===== src/rtl/cp0_pkg.sv =====
// Shared CP0 definitions: register addresses, exception codes and register field positions.
// Used by the CP0 unit and by the decode/M-stage exception detectors.
package cp0_pkg;

    localparam logic [4:0] CP0_BADVADDR = 5'd8;
    localparam logic [4:0] CP0_SR       = 5'd12;
    localparam logic [4:0] CP0_CAUSE    = 5'd13;
    localparam logic [4:0] CP0_EPC      = 5'd14;
    localparam logic [4:0] CP0_PRID     = 5'd15;

    typedef enum logic [4:0] {
        EXC_INT  = 5'd0,
        EXC_ADEL = 5'd4,
        EXC_ADES = 5'd5,
        EXC_RI   = 5'd10,
        EXC_OV   = 5'd12
    } exc_code_e;

    localparam int SR_IM_LSB     = 10;
    localparam int SR_IM_MSB     = 15;
    localparam int SR_EXL_BIT    = 1;
    localparam int SR_IE_BIT     = 0;
    localparam int CAUSE_BD_BIT  = 31;
    localparam int CAUSE_IP_LSB  = 10;
    localparam int CAUSE_IP_MSB  = 15;
    localparam int CAUSE_EXC_LSB = 2;
    localparam int CAUSE_EXC_MSB = 6;

    // EPC is word aligned; the low two bits never hold state.
    localparam logic [31:0] EPC_MASK = 32'hFFFF_FFFC;

    function automatic logic [31:0] pack_sr(input logic [5:0] im, input logic exl, input logic ie);
        logic [31:0] r;
        r = '0;
        r[SR_IM_MSB:SR_IM_LSB] = im;
        r[SR_EXL_BIT]          = exl;
        r[SR_IE_BIT]           = ie;
        return r;
    endfunction

    function automatic logic [31:0] pack_cause(input logic bd, input logic [5:0] ip, input logic [4:0] exc);
        logic [31:0] r;
        r = '0;
        r[CAUSE_BD_BIT]                = bd;
        r[CAUSE_IP_MSB:CAUSE_IP_LSB]   = ip;
        r[CAUSE_EXC_MSB:CAUSE_EXC_LSB] = exc;
        return r;
    endfunction

endpackage


===== src/rtl/cp0_exc_unit.sv =====
// M-stage coprocessor 0: SR/Cause/EPC/PRId, exception request, mfc0 read; CP0_BADVADDR_EN adds BadVAddr (reg 8).
// Latency: Req and M_CP0Out are combinational; register updates are visible the cycle after the edge.
// Backpressure: none; Req is a request the pipeline must honour in the same cycle.
module cp0_exc_unit
    import cp0_pkg::*;
#(
    parameter logic [31:0] PRID_VALUE = 32'h2021_0601,
    parameter logic [31:0] HANDLER_PC = 32'h0000_4180
)
(
    input  logic        clk,
    input  logic        reset,
    input  logic [31:0] M_PC,
    input  logic        M_BD,
    input  logic [4:0]  M_ExcCode,
    input  logic [31:0] M_BadAddr,
    input  logic [5:0]  HWInt,
    input  logic        WrEn,
    input  logic [4:0]  CP0Addr,
    input  logic [31:0] CP0In,
    input  logic        Eret,
    output logic [31:0] M_CP0Out,
    output logic [31:0] EPC,
    output logic [31:0] HandlerPC,
    output logic        Req
);

    logic [5:0]  sr_im_q, sr_im_d;
    logic        sr_exl_q, sr_exl_d;
    logic        sr_ie_q, sr_ie_d;
    logic        cause_bd_q, cause_bd_d;
    logic [5:0]  cause_ip_q, cause_ip_d;
    logic [4:0]  cause_exc_q, cause_exc_d;
    logic [31:0] epc_q, epc_d;

    logic        int_req;
    logic        exc_req;
    logic        req;
    logic [4:0]  exc_code;
    logic [31:0] badvaddr_rd;

    // Interrupts use the live lines; the registered IP copy is only for software visibility.
    assign int_req  = sr_ie_q & ~sr_exl_q & (|(HWInt & sr_im_q));
    assign exc_req  = ~sr_exl_q & (M_ExcCode != EXC_INT);
    assign req      = reset & (int_req | exc_req);
    assign exc_code = int_req ? EXC_INT : M_ExcCode;

    always_comb begin
        sr_im_d     = sr_im_q;
        sr_exl_d    = sr_exl_q;
        sr_ie_d     = sr_ie_q;
        cause_bd_d  = cause_bd_q;
        cause_ip_d  = HWInt;
        cause_exc_d = cause_exc_q;
        epc_d       = epc_q;
        if (req) begin
            sr_exl_d    = 1'b1;
            cause_bd_d  = M_BD;
            cause_exc_d = exc_code;
            epc_d       = (M_BD ? (M_PC - 32'd4) : M_PC) & EPC_MASK;
        end else begin
            if (WrEn) begin
                case (CP0Addr)
                    CP0_SR: begin
                        sr_im_d  = CP0In[SR_IM_MSB:SR_IM_LSB];
                        sr_exl_d = CP0In[SR_EXL_BIT];
                        sr_ie_d  = CP0In[SR_IE_BIT];
                    end
                    CP0_EPC: epc_d = CP0In & EPC_MASK;
                    default: ;
                endcase
            end
            // Eret after the write so a simultaneous mtc0 SR cannot re-set EXL.
            if (Eret) begin
                sr_exl_d = 1'b0;
            end
        end
    end

    always_ff @(posedge clk or negedge reset) begin
        if (!reset) begin
            sr_im_q     <= '0;
            sr_exl_q    <= 1'b0;
            sr_ie_q     <= 1'b0;
            cause_bd_q  <= 1'b0;
            cause_ip_q  <= '0;
            cause_exc_q <= '0;
            epc_q       <= '0;
        end else begin
            sr_im_q     <= sr_im_d;
            sr_exl_q    <= sr_exl_d;
            sr_ie_q     <= sr_ie_d;
            cause_bd_q  <= cause_bd_d;
            cause_ip_q  <= cause_ip_d;
            cause_exc_q <= cause_exc_d;
            epc_q       <= epc_d;
        end
    end

`ifdef CP0_BADVADDR_EN
    logic [31:0] badvaddr_q, badvaddr_d;

    always_comb begin
        badvaddr_d = badvaddr_q;
        if (req && ((exc_code == EXC_ADEL) || (exc_code == EXC_ADES))) begin
            badvaddr_d = M_BadAddr;
        end
    end

    always_ff @(posedge clk or negedge reset) begin
        if (!reset) begin
            badvaddr_q <= '0;
        end else begin
            badvaddr_q <= badvaddr_d;
        end
    end

    assign badvaddr_rd = badvaddr_q;
`else
    logic [31:0] bad_addr_unused;
    assign bad_addr_unused = M_BadAddr;
    assign badvaddr_rd     = '0;
`endif

    always_comb begin
        case (CP0Addr)
            CP0_SR:       M_CP0Out = pack_sr(sr_im_q, sr_exl_q, sr_ie_q);
            CP0_CAUSE:    M_CP0Out = pack_cause(cause_bd_q, cause_ip_q, cause_exc_q);
            CP0_EPC:      M_CP0Out = epc_q;
            CP0_PRID:     M_CP0Out = PRID_VALUE;
            CP0_BADVADDR: M_CP0Out = badvaddr_rd;
            default:      M_CP0Out = '0;
        endcase
    end

    assign EPC       = epc_q;
    assign HandlerPC = HANDLER_PC;
    assign Req       = req;

endmodule

===== config.mk =====
export PLATFORM = sky130hd
export DESIGN_NAME = cp0_exc_unit
export DESIGN_NICKNAME = d
export VERILOG_FILES = /design/src/rtl/cp0_pkg.sv /design/src/rtl/cp0_exc_unit.sv
export SDC_FILE = /design/constraint.sdc
export NUM_CORES = 1
export LEC_CHECK = 0
export BUFFER_PORTS_ARGS = -buffer_cell sky130_fd_sc_hd__buf_2
export CAP_MARGIN = 20
export CORE_MARGIN = 1
export CORE_UTILIZATION = 39
export CTS_CLUSTER_DIAMETER = 60
export DETAILED_ROUTE_END_ITERATION = 10
export PLACE_DENSITY = 0.77
export SLEW_MARGIN = 15
export SYNTH_ARGS = -nofsm -noshare
export SYNTH_HDL_FRONTEND = slang
export SYNTH_SLANG_ARGS = --single-unit

===== constraint.sdc =====
create_clock -name clk -period 1.8 [get_ports clk]
set_input_delay 0.18 -clock clk [delete_from_list [all_inputs] [get_ports clk]]
set_output_delay 0.18 -clock clk [all_outputs]
set_load 0.005 [all_outputs]

### Word level (Yosys, flattened, before mapping)

Index checks and enable logic that the tools add are counted.

* output and inout bits: 97
* input port bits: 117
* latch bits: 0
* flip-flop bits (word level): 52
* memory bits (writable): 0
* logic and storage cells: 39
* memories kept: 0
* memory bits (read-only): 0

* multipliers: 0
* $lt $le $gt $ge: 0
* equality and inequality tests: 4
* shifts and indexed selects: 0
* bitwise operators: 8
* add/subtract/negate cells: 1
* divide/modulo/power cells: 0
* reduce and logical (&&, ||, !) cells: 9
* muxes and demuxes: 10

Operators by type and width (number)
* two-way mux 32 bit: 4
* one-hot mux 32 bit (4 select lines): 1
* subtractor 32 x 3 -> 32 bit, second input constant: 1
* equality test 5 x 4 -> 1 bit, second input constant: 4
* AND 6 bit: 1
* nonzero test 3 bit: 2
* OR reduction 6 bit: 1
* two-way mux 5 bit: 1
* nonzero test 5 bit: 1
* AND 1 bit: 4
* two-way mux 1 bit: 4
* AND reduction 2 bit: 2
* nonzero test 2 bit: 2
* AND reduction 3 bit: 1
* NOT 1 bit: 2
* bitwise OR 1 bit: 1

### Longest topological paths before layout

* depth after elaboration: 7
* mapped depth: 7
* mapped depth without buffers: 7

### Worst setup path after synthesis

No wires, ideal clock.

* kind: register to register
* start point: register sr_im_q[0]
* end point: register sr_ie_q
* required time: 1675 ps
* path slack: -74 ps
* arrival time: 1749 ps
* library setup time: 125 ps
* stages on the path, launching flop included: 6
* cells stage by stage: dfrtp_1 > a22o_1 > o31ai_2 > a31oi_1 > nor2_2 > mux2_2

* cells in the longest elaborated chain, start to end: 7

RTL lines
* from (decl): line cp0_exc_unit.sv:28 `logic [5:0] sr_im_q, sr_im_d;`
* from (signal assigned): line cp0_exc_unit.sv:90 `sr_im_q <= sr_im_d;`
* AND 6 bit: line cp0_exc_unit.sv:43 `assign int_req = sr_ie_q & ~sr_exl_q & (|(HWInt & sr_im_q));`
* OR reduction 6 bit: line cp0_exc_unit.sv:43
* AND 1 bit: line cp0_exc_unit.sv:43
* bitwise OR 1 bit: line cp0_exc_unit.sv:45 `assign req = reset & (int_req | exc_req);`
* AND 1 bit: line cp0_exc_unit.sv:45
* NOT 1 bit (no source line)
* AND reduction 3 bit (no source line)
* to (signal assigned): line cp0_exc_unit.sv:92 `sr_ie_q <= sr_ie_d;`
* to (decl): line cp0_exc_unit.sv:30 `logic sr_ie_q, sr_ie_d;`

Every way passes these cells.
A chain may end at the register's enable or synchronous reset.

### Worst setup path in the final report

* start point: register sr_im_q[1]
* end point: output Req

* cells in the longest elaborated chain, start to end: 5

RTL lines
* AND 6 bit: line cp0_exc_unit.sv:43
* OR reduction 6 bit: line cp0_exc_unit.sv:43
* AND 1 bit: line cp0_exc_unit.sv:43
* bitwise OR 1 bit: line cp0_exc_unit.sv:45
* AND 1 bit: line cp0_exc_unit.sv:45
* to (decl): line cp0_exc_unit.sv:25 `output logic Req`

Every way passes these cells.

==> impl_metrics.yaml <==
status:
  status: "finished with violations"
  failed_checks: "negative setup slack"
clocking:
  clockRootBuffer: "clkbuf_8"
  cts_inserted_buffers: 5
  cts_tree: "done"
  cts.sinks: 50
  htree_levels: 2
  clkTransAtPathRegs_ns: 0.10
  cts_buffer_depth: 2
  insertion_delay_ns: 0.31
finish:
  most-common-layout-cells: "buf_2, dfrtp_1, nor2_1, buf_4, conb_1"
  final_area_um2: 4690
  fill_cells: 785
  post-route-util_pct: 56.3
  area_delta_synth_final_pct: 37.5
  drive_gt1_share_pct: 44.4
  fin_nets: 680
  antennaDiodeCount: 0
  layout_commonest_cell: "buf_2"
global_route:
  antenna_found_initial: 0
  gr-total-overflow: 0
  grt_start_max_net_pins: 51
  track_usage_pct: 23.6
  grt_pass1_vias: 3304
  grt_pass1_wl_mm: 16.3
worst_setup_path:
  worstSetupStartpointType: "flip-flop"
  rr_endpoint: "sr_im_q[5]"
  crit_path_max_fanout: 5
  reg2reg_depth: 6
  r2r-start: "sr_im_q[1]"
  crit_path_cell_trace: "a22o_1 -> o31ai_4 -> a31oi_4 -> buf_12 -> buf_6"
  critPathKind: "flip-flop to output port"
  worstPathRequired_ns: 1.62
  crit_path_end_kind: "output port"
  arrival_ns: 1.77
  r2r_slack_ns: -0.13
  slowest_delay_ns: 0.41
  cp_slowest_cell: "dfrtp_1"
  critPathLaunch: "sr_im_q[1]"
timing:
  drv_slew: 0
  setup_ws_ns: -0.150
  min_period_ns: 1.95
  worst_pin_slew_ns: 0.661
  setup_tns_ns: -2.28
  hold_viol: 0
  fmax_mhz: 513
  slew_headroom_pct: 55.9
  finalCritPeriodShare_pct: 108
  skew_ns: 0.0114
  setup_viol: 30
  rsz0062_at_grt: "yes"
routing:
  post-route-drc-count: 0
  drt_iter0_markers: 56
  antenna_left: 0
  wl_per_cell_um: 16.0
  viasPerCell: 5.11
  firstDrtPassIters: 4
  wirelength_mm: 10.7
  vias: 3416
hold_path:
  min_path_type: "primary input to async pin"
die:
  dieArea_um2: 9130
  ioPinCount: 214
  die_h_um: 95.6
  initial_core_util_pct: 40.9
  rows: 33
  fp.dieW_um: 95.6
  core_um2: 8340
synth:
  synth.distinct_cells: 46
  postSynthCellCount: 381
  seq_area_frac_synth_pct: 36.7
  ys.flop_type: "dfrtp_1"
  async_flop_share_pct: 100
  syn_area_per_cell_um2: 8.96
  ys_ff_latch: 50
  netlist_area_um2: 3410
  synth_edf_count: 0
  yosys_warnings: 0
place:
  gp_congestion: 0.788
  io_buffer_count: 145
  placed_area_um2: 4340
  place_hpwl_mm: 7.73
power_and_ir_drop:
  seq_power_share_pct: 44.6
  p_total_mw: 3.41
  vdd_drop_max_mv: 0.359
  swShare_pct: 33.2
  p_int_mw: 2.28
  comb_power_share_pct: 33.9
  power.density_nw_per_um2: 725
  p_switching_mw: 1.13
  clockPowerShare_pct: 21.5
  p_leak_nw: 2.37
job:
  maxCapViolCount: 0
==> worst max-delay path by stage <==
stage,endpoint,depth (start not counted)
after floorplan,sr_ie_q,5
after global placement,EPC[31],5
after detailed placement,EPC[31],5
after CTS,Req,5
after global routing,Req,5
final,Req,5
==> stage by stage <==
step                      std cells  hold WS (ns)  setup slack (ns)
final                           668        0.0357            -0.150
after global routing            668        0.0367            -0.213
after CTS                       666        0.0371            -0.115
after detailed placement        643         0.311           -0.0550
after global placement          643         0.308          -0.00735
after floorplan                 413        -0.116            0.0121
==> synth_stat cells (4+ instances only) <==
cell type	count	area, um^2
mux2_2	31	349
xnor2_1	20	175
nor2_1	57	214
a22oi_1	6	45.0
nor4_1	4	25.0
nand2_1	14	52.6
a31oi_1	4	25.0
dfrtp_1	50	1250
buf_4	34	255
xor2_1	6	52.6
nor3_1	12	60.1
a21oi_1	26	130
mux2i_1	14	140
and3_1	15	93.8
inv_1	9	33.8
o21ai_0	13	65.1
nand3_1	8	40.0
clkbuf_1	16	60.1
==> worst max-delay path, delay by kind of cell (launching register included) <==
kind	cells	cell delay [ns]
AOI/OAI and AO/OA	3	0.79
buffers and inverters	2	0.26
DFF	1	0.41
==> power groups by stage <==
stage	clock network [mW]	registers, mW	logic, mW
global route	0.792	1.54	1.28
floorplan	0	1.51	0.572
CTS	0.739	1.51	1.14
finish	0.733	1.52	1.16
detailed placement	0	1.54	1.00
global placement	0	1.52	0.975
==> final cells by class <==
cell class	instances	area [um^2]	share of cell area [%]
Sequential cell	50	1250	26.7
Clock inverter	2	17.5	0.373
Multi-Input combinational cell	301	2010	42.8
Timing Repair Buffer	195	1170	24.9
Tap cell	105	131	2.80
Inverter	9	33.8	0.720
Clock buffer	6	82.6	1.76
==> flip-flops by register name, indices dropped and copies added, names as in the netlist <==
name / cells
cause_exc_q: 5
cause_ip_q: 6
EPC: 30
sr_ie_q: 1
sr_exl_q: 1
sr_im_q: 6
cause_bd_q: 1
==> per-layer routing <==
| metal | global-route usage, % | wire length (um) | up-vias |
|---|---|---|---|
| met4 | 7.59 | 156 | 0 |
| li1 | - | - | 1612 |
| met1 | 29.5 | 4690 | 1670 |
| met5 | 0 | 0 | - |
| met3 | 3.03 | 445 | 17 |
| met2 | 42.0 | 5360 | 117 |
==> kinds of logic after synthesis <==
group	count (synthesis)	share of synthesized area, %
other	2	0.220
multiplexers	45	14.3
buffers and inverters	62	10.6
XOR/XNOR	26	6.67
adder cells (fa/ha/maj)	1	0.367
flip-flops	50	36.7
AO/OA/AOI/OAI	58	10.0
AND/OR/NAND/NOR	137	21.1
==> repair_timing <==
item                                    4_1_cts  5_1_grt
pin swaps                                     3        3
hold endpoints to repair                      6        0
buffers inserted                              7        3
gates resized for setup                      14       10
gates cloned                                  2        0
endpoints found under the setup margin        8       45
hold buffers                                  6        0
Note: power is estimated with default switching activity, not from simulation.
